==> src/rtl/alu_ctrl_issue_if.sv <==
// Request, ALU-drive and response signals between the issue controller and its neighbours.
// slave = the controller's view; master = the driving environment's view.
interface alu_ctrl_issue_if;
    logic        req_valid;
    logic        req_ready;
    logic [1:0]  req_aluctl;
    logic [5:0]  req_funct;
    logic [4:0]  req_shamt;
    logic [31:0] req_a;
    logic [31:0] req_b;
    logic [31:0] alu_ina;
    logic [31:0] alu_inb;
    logic [3:0]  alu_aluop;
    logic        alu_reset;
    logic [31:0] alu_result;
    logic        alu_zero;
    logic        rsp_valid;
    logic        rsp_ready;
    logic [31:0] rsp_result;
    logic        rsp_zero;
    logic        rsp_err;

    modport slave (
        input  req_valid, req_aluctl, req_funct, req_shamt, req_a, req_b,
        input  alu_result, alu_zero, rsp_ready,
        output req_ready, alu_ina, alu_inb, alu_aluop, alu_reset,
        output rsp_valid, rsp_result, rsp_zero, rsp_err
    );

    modport master (
        output req_valid, req_aluctl, req_funct, req_shamt, req_a, req_b,
        output alu_result, alu_zero, rsp_ready,
        input  req_ready, alu_ina, alu_inb, alu_aluop, alu_reset,
        input  rsp_valid, rsp_result, rsp_zero, rsp_err
    );
endinterface

==> src/rtl/alu_ctrl_issue.sv <==
// ALU issue controller: queues decoded requests, drives the ALU port ina/aluop then inb, captures after SETTLE.
// Optional macro ALU_SLT_EN makes funct 0x2A (slt) legal, with the compare computed in-block.
module alu_ctrl_issue #(
    parameter int DEPTH  = 2,
    parameter int SETTLE = 1
) (
    input logic             clk,
    input logic             reset,
    alu_ctrl_issue_if.slave bus
);
    localparam int PW = $clog2(DEPTH);
    localparam int CW = PW + 1;
    localparam int SW = $clog2(SETTLE + 1);

    localparam logic [3:0] OP_AND = 4'b0000;
    localparam logic [3:0] OP_OR  = 4'b0001;
    localparam logic [3:0] OP_ADD = 4'b0010;
    localparam logic [3:0] OP_SUB = 4'b0110;
    localparam logic [3:0] OP_SLL = 4'b1000;

    typedef enum logic [1:0] {S_IDLE, S_LAUNCH, S_WAIT, S_RESP} state_t;

    typedef struct packed {
        logic [1:0]  aluctl;
        logic [5:0]  funct;
        logic [4:0]  shamt;
        logic [31:0] a;
        logic [31:0] b;
    } req_t;

    req_t          r_mem [DEPTH];
    logic [PW-1:0] r_wr_ptr, r_rd_ptr;
    logic [CW-1:0] r_count;
    state_t        r_state, w_state_nxt;
    logic [SW-1:0] r_settle;
    logic          r_alu_reset;
    logic [31:0]   r_alu_ina, r_alu_inb, r_inb_pend;
    logic [3:0]    r_alu_aluop;
    logic          r_rsp_valid, r_rsp_zero, r_rsp_err;
    logic [31:0]   r_rsp_result;

    req_t        w_head;
    logic        w_push, w_pop, w_launch, w_capture, w_done;
    logic        w_legal, w_sll;
    logic [3:0]  w_code;
    logic [31:0] w_op_ina, w_op_inb, w_cap_result;
    logic        w_cap_zero;

    assign w_head        = r_mem[r_rd_ptr];
    assign bus.req_ready = !r_alu_reset && (r_count != CW'(DEPTH));
    assign w_push        = bus.req_valid && bus.req_ready;

    always_comb begin
        w_legal = 1'b0;
        w_sll   = 1'b0;
        w_code  = OP_ADD;
        case (w_head.aluctl)
            2'b00: w_legal = 1'b1;
            2'b01: begin w_legal = 1'b1; w_code = OP_SUB; end
            2'b10: begin
                case (w_head.funct)
                    6'h20: w_legal = 1'b1;
                    6'h22: begin w_legal = 1'b1; w_code = OP_SUB; end
                    6'h24: begin w_legal = 1'b1; w_code = OP_AND; end
                    6'h25: begin w_legal = 1'b1; w_code = OP_OR;  end
                    6'h00: begin w_legal = 1'b1; w_code = OP_SLL; w_sll = 1'b1; end
`ifdef ALU_SLT_EN
                    6'h2A: begin w_legal = 1'b1; w_code = OP_SUB; end
`endif
                    default: ;
                endcase
            end
            default: ;
        endcase
    end

    // SLL shifts rt by shamt, so the operands swap roles on the ALU port.
    assign w_op_ina = w_sll ? w_head.b : w_head.a;
    assign w_op_inb = w_sll ? {27'b0, w_head.shamt} : w_head.b;

    always_ff @(posedge clk or posedge reset) begin
        if (reset) r_state <= S_IDLE;
        else       r_state <= w_state_nxt;
    end

    always_comb begin
        w_state_nxt = r_state;
        w_pop       = 1'b0;
        w_launch    = 1'b0;
        w_capture   = 1'b0;
        w_done      = 1'b0;
        case (r_state)
            S_IDLE: if (r_count != '0) begin
                w_pop       = 1'b1;
                w_state_nxt = w_legal ? S_LAUNCH : S_RESP;
            end
            S_LAUNCH: begin
                w_launch    = 1'b1;
                w_state_nxt = S_WAIT;
            end
            S_WAIT: if (r_settle == SW'(1)) begin
                w_capture   = 1'b1;
                w_state_nxt = S_RESP;
            end
            S_RESP: if (bus.rsp_ready) begin
                w_done      = 1'b1;
                w_state_nxt = S_IDLE;
            end
            default: w_state_nxt = S_IDLE;
        endcase
    end

`ifdef ALU_SLT_EN
    logic r_is_slt;
    logic w_slt, w_slt_lt;
    assign w_slt    = (w_head.aluctl == 2'b10) && (w_head.funct == 6'h2A);
    assign w_slt_lt = $signed(r_alu_ina) < $signed(r_alu_inb);

    always_ff @(posedge clk or posedge reset) begin
        if (reset)                  r_is_slt <= 1'b0;
        else if (w_pop && w_legal)  r_is_slt <= w_slt;
    end

    assign w_cap_result = r_is_slt ? {31'b0, w_slt_lt} : bus.alu_result;
    assign w_cap_zero   = r_is_slt ? !w_slt_lt : bus.alu_zero;
`else
    assign w_cap_result = bus.alu_result;
    assign w_cap_zero   = bus.alu_zero;
`endif

    always_ff @(posedge clk) begin
        if (w_push) r_mem[r_wr_ptr] <= '{bus.req_aluctl, bus.req_funct, bus.req_shamt, bus.req_a, bus.req_b};
    end

    always_ff @(posedge clk or posedge reset) begin
        if (reset) begin
            r_wr_ptr     <= '0;
            r_rd_ptr     <= '0;
            r_count      <= '0;
            r_settle     <= '0;
            r_alu_reset  <= 1'b1;
            r_alu_ina    <= '0;
            r_alu_inb    <= '0;
            r_inb_pend   <= '0;
            r_alu_aluop  <= 4'b0000;
            r_rsp_valid  <= 1'b0;
            r_rsp_result <= '0;
            r_rsp_zero   <= 1'b0;
            r_rsp_err    <= 1'b0;
        end else begin
            r_alu_reset <= 1'b0;
            if (w_push) r_wr_ptr <= r_wr_ptr + 1'b1;
            if (w_pop)  r_rd_ptr <= r_rd_ptr + 1'b1;
            case ({w_push, w_pop})
                2'b10:   r_count <= r_count + 1'b1;
                2'b01:   r_count <= r_count - 1'b1;
                default: ;
            endcase
            if (w_pop && w_legal) begin
                r_alu_ina   <= w_op_ina;
                r_alu_aluop <= w_code;
                r_inb_pend  <= w_op_inb;
            end
            if (w_pop && !w_legal) begin
                r_rsp_valid  <= 1'b1;
                r_rsp_result <= '0;
                r_rsp_zero   <= 1'b0;
                r_rsp_err    <= 1'b1;
            end
            if (w_launch) begin
                r_alu_inb <= r_inb_pend;
                r_settle  <= SW'(SETTLE);
            end else if (r_state == S_WAIT) begin
                r_settle  <= r_settle - 1'b1;
            end
            if (w_capture) begin
                r_rsp_valid  <= 1'b1;
                r_rsp_result <= w_cap_result;
                r_rsp_zero   <= w_cap_zero;
                r_rsp_err    <= 1'b0;
            end
            if (w_done) r_rsp_valid <= 1'b0;
        end
    end

    assign bus.alu_ina    = r_alu_ina;
    assign bus.alu_inb    = r_alu_inb;
    assign bus.alu_aluop  = r_alu_aluop;
    assign bus.alu_reset  = r_alu_reset;
    assign bus.rsp_valid  = r_rsp_valid;
    assign bus.rsp_result = r_rsp_result;
    assign bus.rsp_zero   = r_rsp_zero;
    assign bus.rsp_err    = r_rsp_err;
endmodule

==> src/flat_wrapper.sv <==
// flat-port wrapper written by rule: the top's interface ports become plain ports
module alu_ctrl_issue_flat 
#(
    parameter int DEPTH  = 2,
    parameter int SETTLE = 1
)
  (clk, reset, bus_req_valid, bus_req_aluctl, bus_req_funct, bus_req_shamt, bus_req_a, bus_req_b, bus_alu_result, bus_alu_zero, bus_rsp_ready, bus_req_ready, bus_alu_ina, bus_alu_inb, bus_alu_aluop, bus_alu_reset, bus_rsp_valid, bus_rsp_result, bus_rsp_zero, bus_rsp_err);
  alu_ctrl_issue_if bus_i ();
  input logic clk;
  input logic reset;
  input wire logic [$bits(bus_i.req_valid)-1:0] bus_req_valid;
  input wire logic [$bits(bus_i.req_aluctl)-1:0] bus_req_aluctl;
  input wire logic [$bits(bus_i.req_funct)-1:0] bus_req_funct;
  input wire logic [$bits(bus_i.req_shamt)-1:0] bus_req_shamt;
  input wire logic [$bits(bus_i.req_a)-1:0] bus_req_a;
  input wire logic [$bits(bus_i.req_b)-1:0] bus_req_b;
  input wire logic [$bits(bus_i.alu_result)-1:0] bus_alu_result;
  input wire logic [$bits(bus_i.alu_zero)-1:0] bus_alu_zero;
  input wire logic [$bits(bus_i.rsp_ready)-1:0] bus_rsp_ready;
  output wire logic [$bits(bus_i.req_ready)-1:0] bus_req_ready;
  output wire logic [$bits(bus_i.alu_ina)-1:0] bus_alu_ina;
  output wire logic [$bits(bus_i.alu_inb)-1:0] bus_alu_inb;
  output wire logic [$bits(bus_i.alu_aluop)-1:0] bus_alu_aluop;
  output wire logic [$bits(bus_i.alu_reset)-1:0] bus_alu_reset;
  output wire logic [$bits(bus_i.rsp_valid)-1:0] bus_rsp_valid;
  output wire logic [$bits(bus_i.rsp_result)-1:0] bus_rsp_result;
  output wire logic [$bits(bus_i.rsp_zero)-1:0] bus_rsp_zero;
  output wire logic [$bits(bus_i.rsp_err)-1:0] bus_rsp_err;
  assign bus_i.req_valid = bus_req_valid;
  assign bus_i.req_aluctl = bus_req_aluctl;
  assign bus_i.req_funct = bus_req_funct;
  assign bus_i.req_shamt = bus_req_shamt;
  assign bus_i.req_a = bus_req_a;
  assign bus_i.req_b = bus_req_b;
  assign bus_i.alu_result = bus_alu_result;
  assign bus_i.alu_zero = bus_alu_zero;
  assign bus_i.rsp_ready = bus_rsp_ready;
  assign bus_req_ready = bus_i.req_ready;
  assign bus_alu_ina = bus_i.alu_ina;
  assign bus_alu_inb = bus_i.alu_inb;
  assign bus_alu_aluop = bus_i.alu_aluop;
  assign bus_alu_reset = bus_i.alu_reset;
  assign bus_rsp_valid = bus_i.rsp_valid;
  assign bus_rsp_result = bus_i.rsp_result;
  assign bus_rsp_zero = bus_i.rsp_zero;
  assign bus_rsp_err = bus_i.rsp_err;
  alu_ctrl_issue #(.DEPTH(DEPTH), .SETTLE(SETTLE)) u_core (.clk(clk), .reset(reset), .bus(bus_i));
endmodule
==> config.mk <==
export PLATFORM = sky130hd
export DESIGN_NAME = alu_ctrl_issue_flat
export DESIGN_NICKNAME = d
export VERILOG_FILES = /design/src/rtl/alu_ctrl_issue_if.sv /design/src/rtl/alu_ctrl_issue.sv /design/src/flat_wrapper.sv
export SDC_FILE = /design/constraint.sdc
export NUM_CORES = 1
export LEC_CHECK = 0
export ABC_AREA = 1
export BUFFER_PORTS_ARGS = -buffer_cell sky130_fd_sc_hd__clkbuf_2
export CORE_MARGIN = 1
export CORE_UTILIZATION = 55
export DETAILED_ROUTE_END_ITERATION = 12
export PLACE_DENSITY = 0.79
export SLEW_MARGIN = 20
export SYNTH_ARGS = -nofsm -noshare
export SYNTH_HDL_FRONTEND = slang
export SYNTH_SLANG_ARGS = --single-unit
==> constraint.sdc <==
create_clock -name clk -period 6.3 [get_ports clk]
set_input_delay 0.63 -clock clk [delete_from_list [all_inputs] [get_ports clk]]
set_output_delay 0.63 -clock clk [all_outputs]
set_load 0.005 [all_outputs]
# Word-level counts from Yosys, hierarchy flattened
# Memory sizes are Yosys's and may differ from the RTL's.
# Cells that the tools add are included.
dict set report word_totals {
  regBits 143
  romBits 0
  ramBits 154
  n_memories 1
  in_bits 114
  elab_cells 85
  latch_bits 0
}
# name words width read_ports rd_ports_with_merged_regs write_ports line
set mem_list {}
lappend mem_list {u_core.r_mem 2 77 1 0 1 alu_ctrl_issue.sv:31} ;# req_t r_mem [DEPTH];
dict set report op_classes {
  bitwise 0
  n_lt_le_gt_ge 0
  shifts 0
  n_reduce_logical 17
  multipliers 0
  muxes 33
  div 0
  n_addsub 5
  n_eq_ne 15
}
# cell count
set op_table {}
lappend op_table {{$mux 32} 4}
lappend op_table {{$eq 6x6->1 const B} 4}
lappend op_table {{$mux 1} 20}
lappend op_table {{$pmux 4 s4} 1}
lappend op_table {{$eq 2x2->1 const B} 4}
lappend op_table {{$mux 2} 4}
lappend op_table {{$pmux 2 s4} 1}
lappend op_table {{$pmux 4 s2} 1}
lappend op_table {{$reduce_bool 2->1} 4}
lappend op_table {{$eq 2x1->1 const B} 3}
lappend op_table {{$logic_not 6->1} 1}
lappend op_table {{$reduce_or 5->1} 1}
lappend op_table {{$logic_and 1x1->1} 4}
lappend op_table {{$logic_not 2->1} 2}
lappend op_table {{$ne 2x1->1 const B} 2}
lappend op_table {{$ne 2x2->1 const B} 2}
lappend op_table {{$pmux 2 s2} 1}
lappend op_table {{$reduce_and 3->1} 1}
lappend op_table {{$reduce_bool 3->1} 1}
lappend op_table {{$add 1x1->1 const B} 2}
lappend op_table {{$add 2x1->2 const B} 1}
lappend op_table {{$logic_not 1->1} 2}
lappend op_table {{$pmux 1 s2} 1}
lappend op_table {{$reduce_or 2->1} 1}
lappend op_table {{2 further kinds} 2}

# Depth between registers and ports, before layout
# An unclocked memory read counts as a cell.
dict set report depth {
  word_depth 10
  depth_mapped 16
  ltp_nobuf 13
}

# Worst setup path after synthesis
# No wires, ideal clock.
dict set report synth_path {
  path_kind {register -> register}
  start {reg u_core.r_count[0]}
  end {mem u_core.r_mem[0][0] in the netlist's numbering, enable pin}
  period_less_slack_ns 4.501
  setup_slack_ns 1.799
  path_stages_with_launch 5
  arrival_time_ns 3.988
  setup_ns 0.513
  n_path_buf 0
  path_cell_list {dfrtp_1 > inv_1 > a21oi_1 > nand2_1 > nor2_1}
}
dict set report synth_via {
  elab_chain_cells 5
}
# element line
set synth_rtl {}
lappend synth_rtl {{start, declared} alu_ctrl_issue.sv:33} ;# logic [CW-1:0] r_count;
lappend synth_rtl {{start signal, assigned} alu_ctrl_issue.sv:155} ;# 2'b10: r_count <= r_count + 1'b1;
lappend synth_rtl {{start signal, assigned} alu_ctrl_issue.sv:156} ;# 2'b01: r_count <= r_count - 1'b1;
lappend synth_rtl {{$ne 2x2->1} alu_ctrl_issue.sv:50} ;# assign bus.req_ready = !r_alu_reset && (r_count != CW'(DEPTH));
lappend synth_rtl {{$logic_and 1x1->1} alu_ctrl_issue.sv:50}
lappend synth_rtl {{net bus_req_ready} flat_wrapper.sv:20} ;# output wire logic [$bits(bus_i.req_ready)-1:0] bus_req_ready;
lappend synth_rtl {{$logic_and 1x1->1} alu_ctrl_issue.sv:51} ;# assign w_push = bus.req_valid && bus.req_ready;
lappend synth_rtl {{$mux 1} alu_ctrl_issue.sv:132} ;# if (w_push) r_mem[r_wr_ptr] <= '{bus.req_aluctl, bus.req_funct, bus.req_shamt, bus.req_a, bus.req_b};
lappend synth_rtl {{$mux 1 (implied by the code)} alu_ctrl_issue.sv:132}
lappend synth_rtl {{end, declared} alu_ctrl_issue.sv:31}
# The timed path passes the listed nets, and every way through them passes these cells.

# Worst setup path after layout
dict set report layout_path {
  start {reg u_core.r_rd_ptr}
  end {reg u_core.r_inb_pend[14]}
}
dict set report layout_via {
  elab_chain_cells 6
}
# element line
set layout_rtl {}
lappend layout_rtl {{start, declared} alu_ctrl_issue.sv:32} ;# logic [PW-1:0] r_wr_ptr, r_rd_ptr;
lappend layout_rtl {{start signal, assigned} alu_ctrl_issue.sv:153} ;# if (w_pop) r_rd_ptr <= r_rd_ptr + 1'b1;
lappend layout_rtl {{$mem_v2 2x77 *} n/a}
lappend layout_rtl {{$eq 6x6->1 or $logic_not 6->1 (tied branches)} alu_ctrl_issue.sv:61} ;# case (w_head.funct)
lappend layout_rtl {{$reduce_or 5->1 (no line)} n/a}
lappend layout_rtl {{$mux 1} alu_ctrl_issue.sv:61}
lappend layout_rtl {{$pmux 1 s2} alu_ctrl_issue.sv:57} ;# case (w_head.aluctl)
lappend layout_rtl {{$logic_and 1x1->1} alu_ctrl_issue.sv:159} ;# if (w_pop && w_legal) begin
lappend layout_rtl {{end signal, assigned} alu_ctrl_issue.sv:162} ;# r_inb_pend <= w_op_inb;
lappend layout_rtl {{end, declared} alu_ctrl_issue.sv:37} ;# logic [31:0] r_alu_ina, r_alu_inb, r_inb_pend;
# Mark *: on every way between the ends. The rest lies on a longest branch, timed or not.
# A chain may end at the register's enable or synchronous reset.

==> reports/metrics.yaml <==
status:
  status: "finished, final reports clean"
setup_path:
  cp-start-kind: "flip-flop"
  crit_type: "reg -> reg"
  rr_startpoint: "u_core.r_rd_ptr"
  crit_slowest_cell: "nor2_4"
  worstPathRequired_ns: 6.70
  path_cells: "buf_16 > inv_4 > or2_2 > o21ai_0 > inv_1 > ha_1 > inv_1 > nor2_4 > inv_2 > nand2_1 > o21ai_2"
  reg2reg_depth: 11
  endpoint_kind: "flip-flop"
  cp_slowest_stage_delay_ns: 0.83
  cp_max_fo: 52
  arrival_ns: 4.55
  critPathLaunch: "u_core.r_rd_ptr"
  cpMostUsedCell: "inv_1"
floorplanning:
  die_area_um2: 22000
  io_pins: 219
  die_h_um: 148
  core_area_um2: 21000
  initial_core_util_pct: 56.0
  die_w_um: 148
  rows: 53
grt:
  grt_max_degree: 103
  grt_pass1_wl_um: 39100
  gr-usage-all-layers_pct: 22.8
  grt_overflow: 0
  antenna_found_initial: 2
  grt_pass1_vias: 7754
clocking:
  cts_made_buffers: 29
  clk_latency_ns: 0.54
  clk_pin_slew_ns: 0.06
  clock_sink_count: 297
  post_cts_buffers: 0
  htree_levels: 1
  ctsLongestPathBuffers: 3
  ctsRootBufferMaster: "clkbuf_16"
  cts_tree: "done"
  holdBufCountCts: 0
  cts-resized-gates: 0
timing:
  fin_hold_ws_ns: 0.269
  fin_crit_sh_pct: 65.9
  finalHoldViolations: 0
  period_needed_ns: 4.15
  finClkSkew_ns: 0.0200
  tns_ns: 0
  worst_pin_slew_ns: 1.08
  fmax_mhz: 241
  maxSlewViolCount: 0
  maxSlewHeadroom_pct: 27.9
  setup_viol: 0
  rsz0062_at_grt: "no"
yosys:
  async_flop_share_pct: 48.1
  synth_area_um2: 11800
  synthTopCellsByCount: "nand2_1, edfxtp_1, dfrtp_1"
  syn_nets: 1118
  yosysMostFrequentCell: "nand2_1"
  synth_top_area_cell: "edfxtp_1"
  yosysSeqAreaShare_pct: 69.7
  synthTopCellsByArea: "edfxtp_1, dfrtp_1, nand2_1"
  synthCells: 995
  synth_seq_cells: 297
  avgSynthCellArea_um2: 11.8
  synth.distinct_cells: 33
  synth-edff-count: 154
  synth_warnings: 0
  netlist.area_leader.share_pct: 39.3
  synthFlopType: "edfxtp_1"
detailed_routing:
  vias: 7886
  first_pass_iters: 5
  via_per_inst: 5.25
  wl_um: 24800
  drt-initial-drc-count: 507
  drtAntennaViolNets: 0
  drc_errors: 0
  wl_per_cell_um: 16.5
finish:
  finalInstanceArea_um2: 14000
  final_nets: 1326
  fillers: 1540
  drive_gt1_share_pct: 27.1
  area_growth_pct: 19.3
  antennaDiodeCount: 0
place:
  port_buffers: 218
  globalplace.congestion: 0.795
  hpwlAfterDp_um: 15600
  dpl_cell_area_um2: 13000
flow_run:
  cap_violations: 0
worst_hold_path:
  min_path_type: "in -> async"
power_and_ir_drop:
  peakVddDrop_mv: 0.290
  power-per-cell-area_nw_per_um2: 469
  cellLeakagePower_nw: 6.55
routing by layer:
layer / track usage [%] / wire length [um]
met3: 4.60 / 1800
met4: 7.32 / 538
met5: 0 / 28
met2: 39.1 / 12100
met1: 29.2 / 10300
worst paths after layout:
kind / to / slack (ns)
max in group asynchronous: u_core.r_rd_ptr / 4.72
min reg2reg: u_core.r_inb_pend[11] / 0.48
max: u_core.r_inb_pend[14] / 2.15
max reg2reg: u_core.r_inb_pend[14] / 2.15
min: u_core.bus.rsp_result[5] / 0.27
min in group clk: u_core.r_mem[1][51] / 0.27
worst max-delay path, delay by kind of cell (launching register included):
kind	cells	cell delay, ns
buffers and inverters	5	1.49
AND/OR/NAND/NOR	3	1.27
flip-flops	1	0.69
AO/OA/AOI/OAI	2	0.24
adder cells (fa/ha/maj)	1	0.22
registers in the layout, summed over array words and instances (netlist names):
signal and flops:
u_core.r_rd_ptr 1, u_core.bus.alu_inb 32, u_core.r_mem 154, u_core.bus.rsp_valid 1, u_core.r_inb_pend 32, u_core.r_wr_ptr 1
u_core.r_state 2, u_core.r_settle 1, u_core.r_count 2, u_core.bus.rsp_err 1, u_core.bus.rsp_zero 1, u_core.bus.alu_aluop 4
u_core.bus.alu_reset 1, u_core.bus.rsp_result 32, u_core.bus.alu_ina 32
stage by stage:
step | worst slack, ns | power, mW | utilization [%] | cells
after floorplan | 1.80 | 4.18 | - | 995
after global placement | 1.99 | 4.71 | 61.6 | 1444
after detailed placement | 1.86 | 4.81 | 61.8 | 1445
after CTS | 1.72 | 6.61 | 66.5 | 1499
after global routing | 1.86 | 6.97 | 66.8 | 1501
final | 2.15 | 6.58 | 66.8 | 1501
cells in the final DEF, fill, tap and decap left out, drive strengths merged:
cell / instances
xnor2: 2
dfrtp: 142
a221oi: 1
dfstp: 1
mux2i: 32
conb: 1
mux2: 32
nand3b: 1
xor2: 2
buf: 9
or2: 2
o22ai: 1
ha: 9
edfxtp: 154
clkinv: 9
bufinv: 5
nand4: 2
o21ai: 84
nand3: 40
nand2: 387
clkinvlp: 1
inv: 24
clkbuf: 257
nor2: 24
a21oi: 3
o21bai: 1
cell families (layout without fill, tap and decap cells):
family                     Yosys count  in the layout  share of synthesized area (%)
adders and majority gates            9              9                          0.957
and+or+nand+nor                    456            456                           15.2
buffers and inverters               74            305                           3.55
DFF                                297            297                           69.7
xor gates and xnor gates             4              4                          0.298
other                                1              1                         0.0319
AOI/OAI and AO/OA                   90             90                           4.40
muxes                               64             64                           5.79
final cells by class:
| class | count | area [um2] | area share, % |
|---|---|---|---|
| multi-input combinational | 624 | 3170 | 22.6 |
| sequential | 297 | 8210 | 58.5 |
| tap | 275 | 344 | 2.45 |
| timing repair buffer | 227 | 1220 | 8.71 |
| inverter | 24 | 97.6 | 0.695 |
| clock inverter | 15 | 199 | 1.42 |
| clock buffer | 39 | 793 | 5.65 |
report_power, final:
| part | switching, mW | leakage, nW | internal (mW) | total [mW] |
|---|---|---|---|---|
| combinational | 1.13 | 2.84 | 0.775 | 1.91 |
| sequential | 0.313 | 3.23 | 2.57 | 2.89 |
| clock | 0.697 | 0.480 | 1.08 | 1.78 |
No activity file was read; power rests on OpenSTA's default activity.
